## config.mk

```make
export PLATFORM = sky130hd
export DESIGN_NAME = ps2_key_event_fifo_flat
export DESIGN_NICKNAME = d
export VERILOG_FILES = /design/src/rtl/ps2_key_event_fifo_if.sv /design/src/rtl/ps2_key_event_fifo.sv /design/src/flat_wrapper.sv
export SDC_FILE = /design/constraint.sdc
export NUM_CORES = 1
export LEC_CHECK = 0
export ABC_CLOCK_PERIOD_IN_PS = 3100
export CORE_MARGIN = 5
export CORE_UTILIZATION = 58
export DETAILED_ROUTE_END_ITERATION = 16
export PLACE_DENSITY = 0.76
export SLEW_MARGIN = 30
export SYNTH_ARGS = -nofsm -noshare
export SYNTH_HDL_FRONTEND = slang
export SYNTH_SLANG_ARGS = --single-unit
export TNS_END_PERCENT = 20
```

## constraint.sdc

```tcl
create_clock -name clock -period 3.1 [get_ports clock]
set_clock_uncertainty 0.15 [all_clocks]
set_input_delay 0.62 -clock clock [delete_from_list [all_inputs] [get_ports clock]]
set_output_delay 0.62 -clock clock [all_outputs]
set_load 0.02 [all_outputs]
```

## src/rtl/ps2_key_event_fifo_if.sv

```systemverilog
`default_nettype none
// ============================================================================
//  Module      : ps2_key_event_fifo_if
//  Description : Bundle between the PS/2 byte receiver / processor side and
//                the key-event FIFO.
//                  ps2_key_pressed / ps2_key_data : raw scan-code byte strobe
//                  evt_pop / clear_overflow       : consumer controls
//                  evt_valid / evt_code / evt_extended / evt_release
//                                                 : FWFT head entry
//                  evt_count                      : occupied entries
//                  overflow                       : sticky event-lost flag
//                master drives bytes and consumer controls; slave is the FIFO.
//  Revision    : 1.0  initial release
// ============================================================================
interface ps2_key_event_fifo_if #(
  parameter int ADDR_W = 3
);
  logic              ps2_key_pressed;
  logic [7:0]        ps2_key_data;
  logic              evt_pop;
  logic              clear_overflow;
  logic              evt_valid;
  logic [7:0]        evt_code;
  logic              evt_extended;
  logic              evt_release;
  logic [ADDR_W:0]   evt_count;
  logic              overflow;

  modport master (
    output ps2_key_pressed, ps2_key_data, evt_pop, clear_overflow,
    input  evt_valid, evt_code, evt_extended, evt_release, evt_count, overflow
  );

  modport slave (
    input  ps2_key_pressed, ps2_key_data, evt_pop, clear_overflow,
    output evt_valid, evt_code, evt_extended, evt_release, evt_count, overflow
  );
endinterface
`default_nettype wire

```

## src/rtl/ps2_key_event_fifo.sv

```systemverilog
`default_nettype none
// ============================================================================
//  Module      : ps2_key_event_fifo
//  Description : Parses PS/2 set-2 scan-code bytes (E0 extended prefix, F0
//                break prefix) into {extended, release, code} key events,
//                optionally drops typematic repeats of the held key, and
//                buffers events in a first-word-fall-through FIFO.
//  Ports       : clock  - system clock
//                resetn - asynchronous active-low reset
//                bus    - ps2_key_event_fifo_if.slave (byte strobe in,
//                         pop / clear_overflow in, FWFT head, count, overflow)
//  Revision    : 1.0  initial release
// ============================================================================
module ps2_key_event_fifo #(
  parameter int DEPTH           = 8,
  parameter int ADDR_W          = 3,
  parameter int SUPPRESS_REPEAT = 1
) (
  input  wire logic            clock,
  input  wire logic            resetn,
  ps2_key_event_fifo_if.slave  bus
);

  localparam logic [1:0] c_st_idle = 2'd0;
  localparam logic [1:0] c_st_e0   = 2'd1;
  localparam logic [1:0] c_st_f0   = 2'd2;
  localparam logic [1:0] c_st_e0f0 = 2'd3;

  localparam logic [7:0] c_byte_e0 = 8'hE0;
  localparam logic [7:0] c_byte_f0 = 8'hF0;
  localparam logic [7:0] c_byte_00 = 8'h00;
  localparam logic [7:0] c_byte_ff = 8'hFF;

  localparam logic [ADDR_W:0] c_full = (ADDR_W+1)'(DEPTH);

  // --------------------------------------------------------------------------
  // Byte classification
  // --------------------------------------------------------------------------
  logic [7:0] byte_w;
  logic       is_e0, is_f0, is_err;

  assign byte_w = bus.ps2_key_data;
  assign is_e0  = (byte_w == c_byte_e0);
  assign is_f0  = (byte_w == c_byte_f0);
  assign is_err = (byte_w == c_byte_00) || (byte_w == c_byte_ff);

  // --------------------------------------------------------------------------
  // Parser FSM: state register
  // --------------------------------------------------------------------------
  logic [1:0] state_q, state_d;

  always_ff @(posedge clock or negedge resetn) begin
    if (!resetn) state_q <= c_st_idle;
    else         state_q <= state_d;
  end

  // Parser FSM: next state (advances only on a byte strobe)
  always_comb begin
    state_d = state_q;
    if (bus.ps2_key_pressed) begin
      case (state_q)
        c_st_idle: begin
          if (is_e0)      state_d = c_st_e0;
          else if (is_f0) state_d = c_st_f0;
          else            state_d = c_st_idle;
        end
        c_st_e0: begin
          if (is_f0)      state_d = c_st_e0f0;
          else if (is_e0) state_d = c_st_e0;
          else            state_d = c_st_idle;
        end
        c_st_f0: begin
          // E0 after F0 restarts the prefix; the stale F0 is forgotten.
          if (is_f0)      state_d = c_st_f0;
          else if (is_e0) state_d = c_st_e0;
          else            state_d = c_st_idle;
        end
        default: begin
          if (is_e0 || is_f0) state_d = c_st_e0f0;
          else                state_d = c_st_idle;
        end
      endcase
    end
  end

  // Parser FSM: outputs. Any non-prefix, non-error byte completes an event;
  // the prefixes seen so far (encoded in the state) give ext/rel.
  logic parse_valid, parse_ext, parse_rel;

  always_comb begin
    parse_valid = 1'b0;
    parse_ext   = 1'b0;
    parse_rel   = 1'b0;
    if (bus.ps2_key_pressed && !is_e0 && !is_f0 && !is_err) begin
      parse_valid = 1'b1;
      parse_ext   = (state_q == c_st_e0) || (state_q == c_st_e0f0);
      parse_rel   = (state_q == c_st_f0) || (state_q == c_st_e0f0);
    end
  end

  // --------------------------------------------------------------------------
  // Held-key tracker
  // --------------------------------------------------------------------------
  logic       held_valid_q, held_valid_d;
  logic       held_ext_q,   held_ext_d;
  logic [7:0] held_code_q,  held_code_d;
  logic       held_match;
  logic       repeat_drop;

  assign held_match = held_valid_q && (held_ext_q == parse_ext) &&
                      (held_code_q == byte_w);

  generate
    if (SUPPRESS_REPEAT != 0) begin : g_suppress
      assign repeat_drop = parse_valid && !parse_rel && held_match;
    end else begin : g_no_suppress
      assign repeat_drop = 1'b0;
    end
  endgenerate

  // The tracker follows every parsed event, even ones lost to a full FIFO,
  // so it always mirrors the physical keyboard state.
  always_comb begin
    held_valid_d = held_valid_q;
    held_ext_d   = held_ext_q;
    held_code_d  = held_code_q;
    if (parse_valid && !parse_rel) begin
      held_valid_d = 1'b1;
      held_ext_d   = parse_ext;
      held_code_d  = byte_w;
    end else if (parse_valid && parse_rel && held_match) begin
      held_valid_d = 1'b0;
    end
  end

  always_ff @(posedge clock or negedge resetn) begin
    if (!resetn) begin
      held_valid_q <= 1'b0;
      held_ext_q   <= 1'b0;
      held_code_q  <= 8'h00;
    end else begin
      held_valid_q <= held_valid_d;
      held_ext_q   <= held_ext_d;
      held_code_q  <= held_code_d;
    end
  end

  // --------------------------------------------------------------------------
  // FWFT FIFO
  // --------------------------------------------------------------------------
  logic [ADDR_W-1:0] wr_ptr_q, wr_ptr_d;
  logic [ADDR_W-1:0] rd_ptr_q, rd_ptr_d;
  logic [ADDR_W:0]   count_q,  count_d;
  logic              overflow_q, overflow_d;
  logic [9:0]        mem_q [DEPTH];
  logic [9:0]        mem_d [DEPTH];
  logic              push_req, push_en, pop_en, full, empty;
  logic [9:0]        head;

  assign push_req = parse_valid && !repeat_drop;
  assign full     = (count_q == c_full);
  assign empty    = (count_q == '0);
  assign pop_en   = bus.evt_pop && !empty;
  // A pop on the same edge frees the slot, so a full FIFO still accepts.
  assign push_en  = push_req && (!full || pop_en);

  always_comb begin
    wr_ptr_d   = wr_ptr_q;
    rd_ptr_d   = rd_ptr_q;
    count_d    = count_q;
    overflow_d = overflow_q && !bus.clear_overflow;
    for (int i = 0; i < DEPTH; i++) mem_d[i] = mem_q[i];

    if (push_en) begin
      mem_d[wr_ptr_q] = {parse_ext, parse_rel, byte_w};
      wr_ptr_d        = wr_ptr_q + ADDR_W'(1);
    end
    if (pop_en) rd_ptr_d = rd_ptr_q + ADDR_W'(1);

    case ({push_en, pop_en})
      2'b10:   count_d = count_q + (ADDR_W+1)'(1);
      2'b01:   count_d = count_q - (ADDR_W+1)'(1);
      default: count_d = count_q;
    endcase

    // Set takes priority over a simultaneous clear.
    if (push_req && !push_en) overflow_d = 1'b1;
  end

  always_ff @(posedge clock or negedge resetn) begin
    if (!resetn) begin
      wr_ptr_q   <= '0;
      rd_ptr_q   <= '0;
      count_q    <= '0;
      overflow_q <= 1'b0;
    end else begin
      wr_ptr_q   <= wr_ptr_d;
      rd_ptr_q   <= rd_ptr_d;
      count_q    <= count_d;
      overflow_q <= overflow_d;
    end
  end

  // Storage needs no reset: the head is masked whenever the FIFO is empty.
  always_ff @(posedge clock) begin
    for (int i = 0; i < DEPTH; i++) mem_q[i] <= mem_d[i];
  end

  assign head             = mem_q[rd_ptr_q];
  assign bus.evt_valid    = !empty;
  assign bus.evt_extended = !empty && head[9];
  assign bus.evt_release  = !empty && head[8];
  assign bus.evt_code     = empty ? 8'h00 : head[7:0];
  assign bus.evt_count    = count_q;
  assign bus.overflow     = overflow_q;

endmodule
`default_nettype wire
```

## src/flat_wrapper.sv

```systemverilog
// flat-port wrapper written by rule: the top's interface ports become plain ports
module ps2_key_event_fifo_flat 
#(
  parameter int DEPTH           = 8,
  parameter int ADDR_W          = 3,
  parameter int SUPPRESS_REPEAT = 1
)
  (clock, resetn, bus_ps2_key_pressed, bus_ps2_key_data, bus_evt_pop, bus_clear_overflow, bus_evt_valid, bus_evt_code, bus_evt_extended, bus_evt_release, bus_evt_count, bus_overflow);
  ps2_key_event_fifo_if #(.ADDR_W(ADDR_W)) bus_i ();
  input  wire logic clock;
  input  wire logic resetn;
  input wire logic [$bits(bus_i.ps2_key_pressed)-1:0] bus_ps2_key_pressed;
  input wire logic [$bits(bus_i.ps2_key_data)-1:0] bus_ps2_key_data;
  input wire logic [$bits(bus_i.evt_pop)-1:0] bus_evt_pop;
  input wire logic [$bits(bus_i.clear_overflow)-1:0] bus_clear_overflow;
  output wire logic [$bits(bus_i.evt_valid)-1:0] bus_evt_valid;
  output wire logic [$bits(bus_i.evt_code)-1:0] bus_evt_code;
  output wire logic [$bits(bus_i.evt_extended)-1:0] bus_evt_extended;
  output wire logic [$bits(bus_i.evt_release)-1:0] bus_evt_release;
  output wire logic [$bits(bus_i.evt_count)-1:0] bus_evt_count;
  output wire logic [$bits(bus_i.overflow)-1:0] bus_overflow;
  assign bus_i.ps2_key_pressed = bus_ps2_key_pressed;
  assign bus_i.ps2_key_data = bus_ps2_key_data;
  assign bus_i.evt_pop = bus_evt_pop;
  assign bus_i.clear_overflow = bus_clear_overflow;
  assign bus_evt_valid = bus_i.evt_valid;
  assign bus_evt_code = bus_i.evt_code;
  assign bus_evt_extended = bus_i.evt_extended;
  assign bus_evt_release = bus_i.evt_release;
  assign bus_evt_count = bus_i.evt_count;
  assign bus_overflow = bus_i.overflow;
  ps2_key_event_fifo #(.DEPTH(DEPTH), .ADDR_W(ADDR_W), .SUPPRESS_REPEAT(SUPPRESS_REPEAT)) u_core (.clock(clock), .resetn(resetn), .bus(bus_i));
endmodule
```

# Word level (Yosys, flattened, before mapping)
# Memories as Yosys holds them, arrays and structs flattened.
# Cells that the tools add are included.
dict set report op_classes {
  bitwise 1
  n_mul 0
  addsub 4
  order_cmp 2
  div 0
  n_eq_ne 11
  mux 19
  reduce_logical 36
  n_shift 0
}
# op n
set ops {}
lappend ops {{bitwise mux 80 bit} 1}
lappend ops {{two-way mux 80 bit} 1}
lappend ops {{demux 10 bit (select 3 bit)} 1}
lappend ops {{equality test 8 bit, second input constant} 3}
lappend ops {{logical AND 1 bit} 17}
lappend ops {{two-way mux 10 bit} 1}
lappend ops {{two-way mux 2 bit} 5}
lappend ops {{logical NOT 1 bit} 9}
lappend ops {{equality test 8 bit} 1}
lappend ops {{logical NOT 8 bit} 1}
lappend ops {{two-way mux 8 bit} 1}
lappend ops {{one-hot mux 4 bit (2 select lines)} 1}
lappend ops {{two-way mux 1 bit} 7}
lappend ops {{adder 3 x 1 -> 3 bit, second input constant} 2}
lappend ops {{equality test 2 bit, second input constant} 3}
lappend ops {{one-hot mux 2 bit (3 select lines)} 1}
lappend ops {{logical OR 1 bit} 5}
lappend ops {{adder 4 x 1 -> 4 bit, second input constant} 1}
lappend ops {{equality test 2 x 1 -> 1 bit, second input constant} 2}
lappend ops {{equality test 4 bit, second input constant} 1}
lappend ops {{greater-or-equal comparator 4 bit, second input constant} 1}
lappend ops {{logical NOT 4 bit} 1}
lappend ops {{< comparator 4 x 1 -> 1 bit, second input constant} 1}
lappend ops {{NOT 3 -> 4 bit} 1}
lappend ops {{4 further kinds} 5}
dict set report totals {
  inputBits 13
  elab_cells 82
  latchBits 0
  memories 1
  ram_bits 80
  regBits 23
  romBits 0
}
# name words word_bits rd rd_ports_with_merged_regs write_ports line_no
set mem_list {}
lappend mem_list {u_core.mem_q 8 10 9 0 8 ps2_key_event_fifo.sv:155} ;# logic [9:0] mem_q [DEPTH];

# Depth between registers and ports, before layout
dict set report depth {
  depth_word 16
  ltp_mapped 13
}

# Least setup slack after synthesis
# OpenSTA, ideal clock, no wires.
dict set report synth_timing {
  path_kind {input -> register}
  start {input bus_ps2_key_data[6]}
  end {memory u_core.mem_q[2][0] (enable)}
  arrival_time_ns 2.580
  path_slack_ns -0.033
  n_path_buf 1
  setup_ns 0.404
  required_time_ns 2.546
  stages 6
  cell_sequence {and3_1 a21oi_1 o21ai_4 nor3b_2 buf_2 nor4bb_1}
}
# item line_no
set synth_lines {}
lappend synth_lines {{start: declaration} flat_wrapper.sv:13} ;# input wire logic [$bits(bus_i.ps2_key_data)-1:0] bus_ps2_key_data;
lappend synth_lines {{end: declaration} ps2_key_event_fifo.sv:155}

# Final worst setup path
dict set report layout_timing {
  start {input bus_ps2_key_data[6]}
  end {register u_core.count_q[3] (netlist: u_core.bus.evt_count[3])}
}
dict set report layout_between {
  elab_chain_len 15
  word_cells_on_any_way 28
  cone_classes {eq/ne: 7; mux: 4; reduce/logical: 17}
}
# item line_no
set layout_lines {}
lappend layout_lines {{equality test 8 bit} ps2_key_event_fifo.sv:43} ;# assign is_e0 = (byte_w == c_byte_e0);
lappend layout_lines {{logical NOT 1 bit} ps2_key_event_fifo.sv:94} ;# if (bus.ps2_key_pressed && !is_e0 && !is_f0 && !is_err) begin
lappend layout_lines {{logical AND 1 bit (3 in a row)} ps2_key_event_fifo.sv:94}
lappend layout_lines {{two-way mux 1 bit} ps2_key_event_fifo.sv:94}
lappend layout_lines {{equality test 1 bit} ps2_key_event_fifo.sv:110} ;# assign held_match = held_valid_q && (held_ext_q == parse_ext) &&
lappend layout_lines {{logical AND 1 bit (2 in a row)} ps2_key_event_fifo.sv:110}
lappend layout_lines {{logical AND 1 bit} ps2_key_event_fifo.sv:115} ;# assign repeat_drop = parse_valid && !parse_rel && held_match;
lappend layout_lines {{logical NOT 1 bit} ps2_key_event_fifo.sv:160} ;# assign push_req = parse_valid && !repeat_drop;
lappend layout_lines {{logical AND 1 bit *} ps2_key_event_fifo.sv:160}
lappend layout_lines {{logical AND 1 bit *} ps2_key_event_fifo.sv:165} ;# assign push_en = push_req && (!full || pop_en);
lappend layout_lines {{equality test 2 x 1 -> 1 bit / equality test 2 bit (equally long branches)} ps2_key_event_fifo.sv:180} ;# case ({push_en, pop_en})
lappend layout_lines {{one-hot mux 4 bit (2 select lines) / nonzero test 2 bit (equally long branches)} n/a}
lappend layout_lines {{end signal: assignment} ps2_key_event_fifo.sv:199} ;# count_q <= count_d;
lappend layout_lines {{end: declaration} ps2_key_event_fifo.sv:153} ;# logic [ADDR_W:0] count_q, count_d;
# Every way passes the cells marked *; elsewhere a longest branch is shown, timed or not.
# A chain may end at the register's enable or synchronous reset.

==> flow_metrics.py <==
metrics = {
    "final_layout": {
        "final_common_cell": "edfxtp_1",
        "layout.cells.most_common_list": "edfxtp_1, buf_4, clkdlybuf4s50_1, dfrtp_1, mux4_2",
        "drive_gt1_frac": 0.277,
        "diodes": 0,
        "nFillCells": 461,
        "area_growth_pct": 23.0,
        "fin_nets": 342,
        "final_area_um2": 5330,
    },
    "grt": {
        "antenna_found_initial": 0,
        "overflow": 0,
        "grt_pass1_vias": 2522,
        "grt_max_degree": 24,
        "grtUsageTotal": 0.200,
        "grt_pass1_wl_um": 13200,
    },
    "timing": {
        "hold_violations": 0,
        "slew_headroom": 0.616,
        "drv_slew": 0,
        "post-route-period-util": 0.971,
        "finalSetupViolCount": 0,
        "rsz0062_at_grt": "true",
        "fmax_mhz": 332,
        "period_needed_ns": 3.01,
        "worst_pin_slew_ns": 0.574,
        "hold-worst-slack_ns": 0.370,
    },
    "synthesis": {
        "synth_area_um2": 4330,
        "postSynthCellCount": 247,
        "synthDistinctLibCells": 37,
        "synth_nets": 265,
        "synthFlopType": "edfxtp_1",
        "async_flop_share": 0.223,
        "yosys_warnings": 0,
        "ys_seq_elements": 103,
        "avgSynthCellArea_um2": 17.5,
        "synth_edf_count": 80,
        "synth-seq-area-share": 0.688,
    },
    "routing": {
        "firstDrtPassIters": 4,
        "route.vias.total": 2429,
        "drt_wl_total_um": 8390,
        "routedWlPerCell_um": 19.6,
        "via_per_inst": 5.68,
        "drc": 0,
        "drtIter0Drc": 197,
        "final_antenna_net_count": 0,
    },
    "worst_setup_path": {
        "critPathKind": "in2reg",
        "start_kind": "input pin",
        "cp_data_arrival_time_ns": 3.14,
        "end_kind": "flip-flop",
        "path_max_fanout": 5,
        "required_ns": 3.23,
    },
    "pwr": {
        "switching_power_w": 0.00144,
        "swShare": 0.326,
        "leakagePower_nw": 1.97,
        "p_int_w": 0.00299,
        "power_density_nw_per_um2": 832,
        "clockPowerShare": 0.163,
        "irDropWorstVdd_v": 0.000526,
        "seq_power_share": 0.428,
        "combinationalPowerShare": 0.409,
    },
    "placement": {
        "port_buffers": 28,
        "gp_congestion": 0.822,
        "dpl.hpwl_um": 5770,
        "placed_area_um2": 5120,
    },
    "clock_network": {
        "cts_buffer_depth": 2,
        "cts.sink_count": 103,
        "htreeDepth": 3,
        "clk-insertion-delay-late_ns": 0.35,
        "cts-root-buf": "clkbuf_8",
        "cts-hold-fix-buffers": 0,
        "cts.clk_slew.worst_paths_ns": 0.09,
        "cts_buffers": 9,
        "cts_tree": "done",
    },
    "die": {
        "io_pins": 29,
        "die_area_um2": 9290,
        "rows": 31,
        "die_w_um": 96.4,
        "initial_utilization": 0.597,
        "core_area_um2": 7250,
        "die_y_um": 96.4,
    },
    "status": {
        "status": "completed",
    },
    "job": {
        "drv_cap": 0,
    },
    "hold_path": {
        "holdCritPathClass": "reg2reg",
    },
}
-- metal layers --
metal | wire length, µm | track usage | share of wire | vias to the layer above
met5 | 0 | 0 | 0 | -
met4 | 96 | 0.0631 | 0.011 | 0
met3 | 318 | 0.0349 | 0.038 | 7
met2 | 4410 | 0.336 | 0.53 | 50
met1 | 3560 | 0.270 | 0.42 | 1256
li1 | - | - | - | 1116
-- layout make-up --
cell class,count,area [µm²],area share
flip-flops and latches,103,2980,0.559
multi-input cells,127,1300,0.244
repair buffers,75,729,0.137
clock buffers,11,131,0.0247
well taps,99,124,0.0233
clock inverters,5,32.5,0.00611
inverters,8,30.0,0.00564
-- state kept, by name, indices dropped and copies added (netlist names) --
register / count
u_core.held_ext_q: 1
u_core.mem_q: 80
u_core.bus.overflow: 1
u_core.held_valid_q: 1
u_core.bus.evt_count: 4
u_core.state_q: 2
u_core.wr_ptr_q: 3
u_core.held_code_q: 8
u_core.rd_ptr_q: 3
-- power by group through the flow --
stage                     clock network [W]  logic (W)  registers (W)
after floorplan                           0    0.00105        0.00191
after global placement                    0    0.00178        0.00190
after detailed placement                  0    0.00182        0.00192
after CTS                          0.000728    0.00181        0.00189
after global routing               0.000798    0.00196        0.00193
final                              0.000722    0.00181        0.00190
-- worst max-delay path, cell delays in order --
cell and delay (ns):
clkdlybuf4s50_1 0.51, and3_1 0.26, a21oi_1 0.24, o21ai_4 0.10, nor3b_2 0.21, inv_2 0.06
buf_4 0.13, ha_1 0.22, nand3b_1 0.17, a21oi_1 0.17, nor3_1 0.08, nor3_1 0.21
xor2_1 0.16
-- metrics by stage --
stage                     std cells   util  worst slack, ns  total power [W]  setup TNS (ns)
after CTS                       427  0.728           0.0249          0.00443               0
after detailed placement        411  0.706           -0.284          0.00374           -2.06
after global routing            428  0.734         -0.00574          0.00468        -0.00574
final                           428  0.734           0.0913          0.00443               0
after global placement          411  0.706           -0.191          0.00368           -1.27
after floorplan                 247      -            0.179          0.00295               0
-- cells in the mapped netlist (3+ instances only) --
cell | count | area, µm²
mux2i_1 | 10 | 100
inv_1 | 6 | 22.5
edfxtp_1 | 80 | 2400
nand2_1 | 5 | 18.8
and3_1 | 3 | 18.8
mux2_1 | 9 | 101
nor3_1 | 5 | 25.0
ha_1 | 5 | 62.6
dfrtp_1 | 23 | 576
a21oi_1 | 5 | 25.0
nor4_1 | 3 | 18.8
buf_2 | 3 | 15.0
xor2_1 | 7 | 61.3
and4b_1 | 3 | 30.0
nor2_1 | 14 | 52.6
mux4_2 | 20 | 450
clkbuf_1 | 5 | 18.8
xnor2_1 | 11 | 96.3
o21ai_1 | 5 | 25.0
-- path summary, 6_finish.rpt --
kind                                                 to                    start  slack, ns  cells past startpoint
min in group asynchronous            u_core.rd_ptr_q[0]                   resetn       0.48                      2
worst max-delay path            u_core.bus.evt_count[3]      bus_ps2_key_data[6]       0.09                     13
worst min-delay path              u_core.held_code_q[2]    u_core.held_code_q[2]       0.37                      1
max in group asynchronous            u_core.rd_ptr_q[0]                   resetn       2.07                      2
worst max register to register  u_core.bus.evt_count[3]  u_core.bus.evt_count[1]       0.55                     10
worst min register to register    u_core.held_code_q[2]    u_core.held_code_q[2]       0.37                      1
-- cell families (layout without fill, tap and decap cells) --
group           after synthesis  after routing  share of synthesized area
buf+inv                      17             99                     0.0173
compound gates               16             16                     0.0243
simple gates                 48             48                     0.0662
xor+xnor                     18             18                     0.0364
fa+ha+maj                     5              5                     0.0145
flops                       103            103                      0.688
mux                          40             40                      0.153
-- repair_timing --
action / 4_1_cts / 5_1_grt
gates cloned: 0 / 1
endpoints found under the setup margin: 1 / 10
resized for setup: 1 / 5
buffers inserted: 0 / 0
No activity file was read; power rests on OpenSTA's default activity.
